--- src/rtl/serial_arith_pkg.sv ---
// Shared definitions for the bit-serial arithmetic blocks: default operand
// width and the controller state encoding.
package serial_arith_pkg;

    localparam int DEFAULT_WIDTH = 8;

    typedef enum logic [1:0] {
        IDLE = 2'd0,
        RUN  = 2'd1,
        DONE = 2'd2
    } state_t;

endpackage

--- src/rtl/serial_subtractor_fs.sv ---
// One-bit full subtractor: d = a - b - bin, with the borrow out of that bit.
module fs (
    input  logic a,
    input  logic b,
    input  logic bin,
    output logic d,
    output logic bout
);

    assign d    = a ^ b ^ bin;
    assign bout = (~a & b) | (~a & bin) | (b & bin);

endmodule

--- src/rtl/serial_subtractor.sv ---
// Bit-serial subtractor: {bout,diff} = a - b - bin, one bit per clock, LSB
// first, through a single full-subtractor cell.
module serial_subtractor
    import serial_arith_pkg::*;
#(
    parameter int WIDTH = DEFAULT_WIDTH
) (
    input  logic             clk,
    input  logic             rst,
    input  logic             start,
    input  logic [WIDTH-1:0] a,
    input  logic [WIDTH-1:0] b,
    input  logic             bin,
    output logic             busy,
    output logic             done,
    output logic [WIDTH-1:0] diff,
    output logic             bout
);

    localparam int CNT_W = $clog2(WIDTH + 1);

    state_t           state_q, state_d;
    logic [WIDTH-1:0] a_q, a_d;
    logic [WIDTH-1:0] b_q, b_d;
    logic [WIDTH-1:0] diff_q, diff_d;
    logic             br_q, br_d;
    logic             bout_q, bout_d;
    logic [CNT_W-1:0] cnt_q, cnt_d;
    logic             cell_d;
    logic             cell_br;

    fs u_fs (
        .a    (a_q[0]),
        .b    (b_q[0]),
        .bin  (br_q),
        .d    (cell_d),
        .bout (cell_br)
    );

    always_comb begin
        state_d = state_q;
        a_d     = a_q;
        b_d     = b_q;
        diff_d  = diff_q;
        br_d    = br_q;
        bout_d  = bout_q;
        cnt_d   = cnt_q;
        case (state_q)
            IDLE: begin
                if (start) begin
                    a_d     = a;
                    b_d     = b;
                    br_d    = bin;
                    cnt_d   = '0;
                    state_d = RUN;
                end
            end
            RUN: begin
                // Result bits enter at the MSB so the LSB lands at bit 0 after WIDTH shifts.
                diff_d = {cell_d, diff_q[WIDTH-1:1]};
                a_d    = a_q >> 1;
                b_d    = b_q >> 1;
                br_d   = cell_br;
                cnt_d  = cnt_q + CNT_W'(1);
                if (cnt_q == CNT_W'(WIDTH - 1)) begin
                    bout_d  = cell_br;
                    state_d = DONE;
                end
            end
            DONE: begin
                state_d = IDLE;
            end
            default: begin
                state_d = IDLE;
            end
        endcase
    end

    always_ff @(posedge clk) begin
        if (rst) begin
            state_q <= IDLE;
            a_q     <= '0;
            b_q     <= '0;
            diff_q  <= '0;
            br_q    <= 1'b0;
            bout_q  <= 1'b0;
            cnt_q   <= '0;
        end else begin
            state_q <= state_d;
            a_q     <= a_d;
            b_q     <= b_d;
            diff_q  <= diff_d;
            br_q    <= br_d;
            bout_q  <= bout_d;
            cnt_q   <= cnt_d;
        end
    end

    assign busy = (state_q == RUN);
    assign done = (state_q == DONE);
    assign diff = diff_q;
    assign bout = bout_q;

endmodule

--- config.mk ---
export PLATFORM = sky130hd
export DESIGN_NAME = serial_subtractor
export DESIGN_NICKNAME = d
export VERILOG_FILES = /design/src/rtl/serial_arith_pkg.sv /design/src/rtl/serial_subtractor_fs.sv /design/src/rtl/serial_subtractor.sv
export SDC_FILE = /design/constraint.sdc
export NUM_CORES = 1
export LEC_CHECK = 0
export BUFFER_PORTS_ARGS = -buffer_cell sky130_fd_sc_hd__buf_2
export CAP_MARGIN = 20
export CORE_MARGIN = 2
export CORE_UTILIZATION = 52
export DETAILED_ROUTE_END_ITERATION = 16
export GPL_ROUTABILITY_DRIVEN = 0
export PLACE_DENSITY = 0.8
export SYNTH_ARGS = -nofsm -noshare
export SYNTH_HDL_FRONTEND = slang
export SYNTH_SLANG_ARGS = --single-unit
--- constraint.sdc ---
create_clock -name clk -period 1.3 [get_ports clk]
set_input_delay 0.195 -clock clk [delete_from_list [all_inputs] [get_ports clk]]
set_output_delay 0.195 -clock clk [all_outputs]
set_load 0.1 [all_outputs]
; ---- After elaboration in Yosys (flattened, before gate mapping)
; Cells that the tools add are included.
[word_totals]
ram_bits = 0
reg_bits = 32
output_inout_bits = 11
word_cells = 37
rom_bits = 0
latchBits = 0
memories = 0
inputBits = 20
[op_classes]
add_sub_neg = 1
mul = 0
n_reduce_logical = 5
magnitude_cmp = 0
div_mod_pow = 0
eq_ne = 5
mux = 11
n_shift = 0
bitwise = 8
[ops]
columns = cell, n
row1 = case mux 8 bit (2 select lines), 2
row2 = 2-to-1 mux 8 bit, 2
row3 = case mux 4 bit (2 select lines), 1
row4 = AND reduction 2 bit, 3
row5 = "adder 4 x 1 -> 4 bit, second input constant", 1
row6 = "equality test 4 x 3 -> 1 bit, second input constant", 1
row7 = 2-to-1 mux 2 bit, 2
row8 = 2-to-1 mux 4 bit, 1
row9 = case mux 2 bit (2 select lines), 1
row10 = bitwise AND 1 bit, 3
row11 = "equality test 2 x 1 -> 1 bit, second input constant", 1
row12 = "equality test 2 bit, second input constant", 1
row13 = logical NOT 2 bit, 1
row14 = "inequality test 2 x 1 -> 1 bit, second input constant", 1
row15 = "inequality test 2 bit, second input constant", 1
row16 = OR 1 bit, 2
row17 = case mux 1 bit (2 select lines), 1
row18 = nonzero test 2 bit, 1
row19 = XOR 1 bit, 2
row20 = 2-to-1 mux 1 bit, 1
row21 = inverter 1 bit, 1

; ---- Longest topological paths before layout
[depth]
depth_word = 5
mapped_depth = 6
mapped_depth_nobuf = 4

; ---- By module
; A second synthesis with hierarchy kept.
[hier_totals]
hier_cells = 165
area_unflattened_um2 = 1467.7
[modules_own_cells]
columns = module, cells_per_inst, area_per_inst_um2, instances, seq_area_each_um2
row1 = serial_subtractor, 162, 1440.1, 1, 640.6
row2 = fs, 3, 27.5, 1, 0.0

; ---- Worst setup path before layout
; OpenSTA, ideal clock, no wires.
[synth_timing]
path_kind = reg2out
start = register state_q[1]
end = output port done
path_buffers = 1
arrival_time_ns = 1.971
setup_slack_ns = -0.866
required_time_ns = 1.105
path_stages_with_launch = 4
path_cell_list = dfxtp_1 inv_1 clkbuf_1 nor2_1
[synth_via]
elab_chain_cells = 1
[synth_rtl]
columns = element, line_no
row1 = "start, declared", serial_subtractor.sv:22  ; state_t state_q, state_d;
row2 = "start signal, assigned", serial_subtractor.sv:89  ; state_q <= state_d;
row3 = equality test 2 bit, serial_subtractor.sv:100  ; assign done = (state_q == DONE);
row4 = "end, declared", serial_subtractor.sv:15  ; output logic done,
; No other way between the ends.

; ---- Worst setup path after layout
[layout_timing]
start = register state_q[0]
end = output port busy
[layout_via]
elab_chain_cells = 1
[layout_rtl]
columns = element, line_no
row1 = equality test 2 x 1 -> 1 bit, serial_subtractor.sv:99  ; assign busy = (state_q == RUN);
row2 = "end, declared", serial_subtractor.sv:14  ; output logic busy,
; No other way between the ends.

==> metrics <==
Critical Path RT between 1 and 1.5 ns; CTS H-tree lvls 2; placed insts around 210; area occupied by multi-input gates about 680 um2; RSZ-0062 raised after global routing true; post-route clock period utilization 1.02; Initial Util 0.555; post-route ant nets 0; Syn-to-layout area delta 25.3%; clk sink count 32; CP bufs+invs 3; vias in the first global route between 1000 and 1500; Netlist cell types 30; die area between 0.003 and 0.004 mm2; Synthesized Nets 179; Crit-path slowest cell dfxtp_2; vias per inst 5.68; endpoints failing hold 0; final instance area about 0.0017 mm2; CTS buffer count 5; Worst-Margin Slew 0.484 ns; WL/cell between 10 and 15 um; WP depth 4; die height around 56 um; part of the Yosys area used for sequential elements 0.462; Peak VDD IR roughly 0.0009 V; Std-Cell Rows 18; Max Transition Viols Final 0; Post-DP Area 0.00160 mm2; Syn Inst Count ~160; leak pwr about 0.70 nW; Reg2Reg Launch Point state_q[0]; share of flip-flops with an asynchronous set or reset 0; final non-filler cell total 225; register area approximately 650 um2; end of the critical path busy; # diodes 0; Worst-Skew Late Latency roughly 0.35 ns; dpl hpwl between 2000 and 2500 um; # IOs 31; maximum clock path buffer count 2; Mapped Area roughly 0.0014 mm2; CP startpoint kind register; Critical R2R Capture bout; PwrDens roughly 1100 mW/mm2; max incr delay on CP around 0.36 ns; Residual DRC 0; R2R cell count 6; flop2flop setup slack 0.04 ns; CP Data Arrival Time about 1.1 ns; crit end category output pin; Port-buffer cells 30; Post-Route Utilization 0.695; reported net switching power 589 uW; total number of vias between 1000 and 1500; fillcell total about 200; Setup Viol. Count Final 2; hold crit path type in2reg; leading cell types in the layout, fill and taps excluded nor2_1 (29), dfxtp_1 (29), buf_2 (19); Core ar. around 0.0025 mm2; status finished, violations left; clk_skew ~0.011 ns; f_max about 750 MHz; Detailed Route WL between 3000 and 4000 um; Post-synth top flop dfxtp_1; number of DRC markers in iteration 0 30; Clk pin slew, worst setup/hold paths around 0.10 ns; failing checks negative setup slack; Total Power 1.97 mW; Clock Power Share 0.276; synthesized area per cell approximately 8.8 um2; GR Overflow Total 0; Switching Share 0.299; Layout Nets about 220; CTS tree yes; largest net degree at the start of global routing 29; cts hold-fix bufs 0; EDFF count, synth 0; register bit count reported by yosys 32; critical path class reg2out; CP Cell Sequence buf_6 > nand2b_4 > inv_8 > buf_12; Die X between 50 and 60 um; Worst Path Max Fanout 3; final worst-path setup slack -0.0313 ns; layout cells sized above 1 0.303; synth warn 0; Reg power frac 0.545; Int Power about 1.4 mW; Top delay family on crit path flip-flops; GRT Overall Usage 0.212; global-route wire length before repair just over 5000 um; CTS root buf clkbuf_4; Rel. slew slack 0.678; Max-Cap Viols 0; Detailed Routing Iterations Pass 1 4; CP startpoint state_q[0]; worst slack, placed -0.0106 ns; fin crit period approximately 1.3 ns; combinational share of power 0.179; initial antenna violation count 0
sequential cells by signal (all words and copies together), names as in the netlist:
name	flops
br_q	1
bout	1
b_q	8
cnt_q	4
a_q	8
state_q	2
diff	8
synthesized netlist by cell type, drive strengths merged (2+ instances only):
cell | instances | share of area
o2bb2ai | 10 | 0.063
o22ai | 5 | 0.023
a211oi | 16 | 0.087
clkbuf | 5 | 0.014
nand2 | 18 | 0.049
nand3 | 2 | 0.0072
a21oi | 8 | 0.029
dfxtp | 32 | 0.46
and4b | 2 | 0.014
nand2b | 4 | 0.023
nor2 | 30 | 0.081
buf | 6 | 0.042
inv | 4 | 0.011
a22oi | 3 | 0.016
final cells by class:
cell class | instances | area share
well taps | 30 | 0.0216
flip-flops and latches | 32 | 0.372
clock buffers | 6 | 0.0238
multi-input cells | 110 | 0.389
clock inverters | 1 | 0.00288
inverters | 4 | 0.0130
repair buffers | 42 | 0.177
worst register-to-register path: stages, from the launching register on:
cell      delay, ns
dfxtp_2        0.36
buf_6          0.11
nand2b_4       0.08
inv_8          0.07
buf_8          0.12
and4b_1        0.25
mux2i_1        0.20
power groups by stage:
stage / registers, mW / clock network [mW] / logic, mW
finish: 1.07 / 0.544 / 0.353
global route: 1.08 / 0.579 / 0.384
CTS: 1.07 / 0.535 / 0.334
detailed placement: 1.09 / 0 / 0.325
global placement: 1.09 / 0 / 0.313
floorplan: 1.13 / 0 / 0.205
cells by family (layout without fill, tap and decap cells):
| family | after synthesis | count (layout) | share of synthesized area |
|---|---|---|---|
| compound gates | 47 | 47 | 0.248 |
| fa+ha+maj | 2 | 2 | 0.0235 |
| buf+inv | 15 | 53 | 0.0659 |
| flops | 32 | 32 | 0.462 |
| mux | 1 | 1 | 0.00722 |
| simple gates | 60 | 60 | 0.193 |
metrics by stage:
step	hold slack (ns)	TNS [ns]
5_1_grt	0.109	-0.132
2_1_floorplan	0.267	-0.0369
4_1_cts	0.0950	-0.0767
3_5_place_dp	0.452	-0.0106
6_report	0.0811	-0.0583
3_3_place_gp	0.437	0
repair_timing:
action	in CTS	in global routing
pin swaps	1	0
endpoints found under the setup margin	12	16
resized for setup	18	5
buffers inserted	1	4
worst min-delay path by stage:
| stage | from | to | depth (start not counted) |
|---|---|---|---|
| floorplan | rst | state_q[1] | 1 |
| global placement | a[7] | a_q[7] | 3 |
| detailed placement | a[7] | a_q[7] | 3 |
| CTS | a[7] | a_q[7] | 3 |
| global route | b[7] | b_q[7] | 3 |
| finish | a[7] | a_q[7] | 3 |
routing by layer:
| layer | vias to the layer above | GRT usage | part of all wire |
|---|---|---|---|
| li1 | 635 | - | - |
| met2 | 42 | 0.357 | 0.50 |
| met4 | 0 | 0.105 | 0.021 |
| met5 | - | 0 | 0 |
| met1 | 592 | 0.250 | 0.42 |
| met3 | 9 | 0.0535 | 0.052 |
No activity file was read; power rests on OpenSTA's default activity.
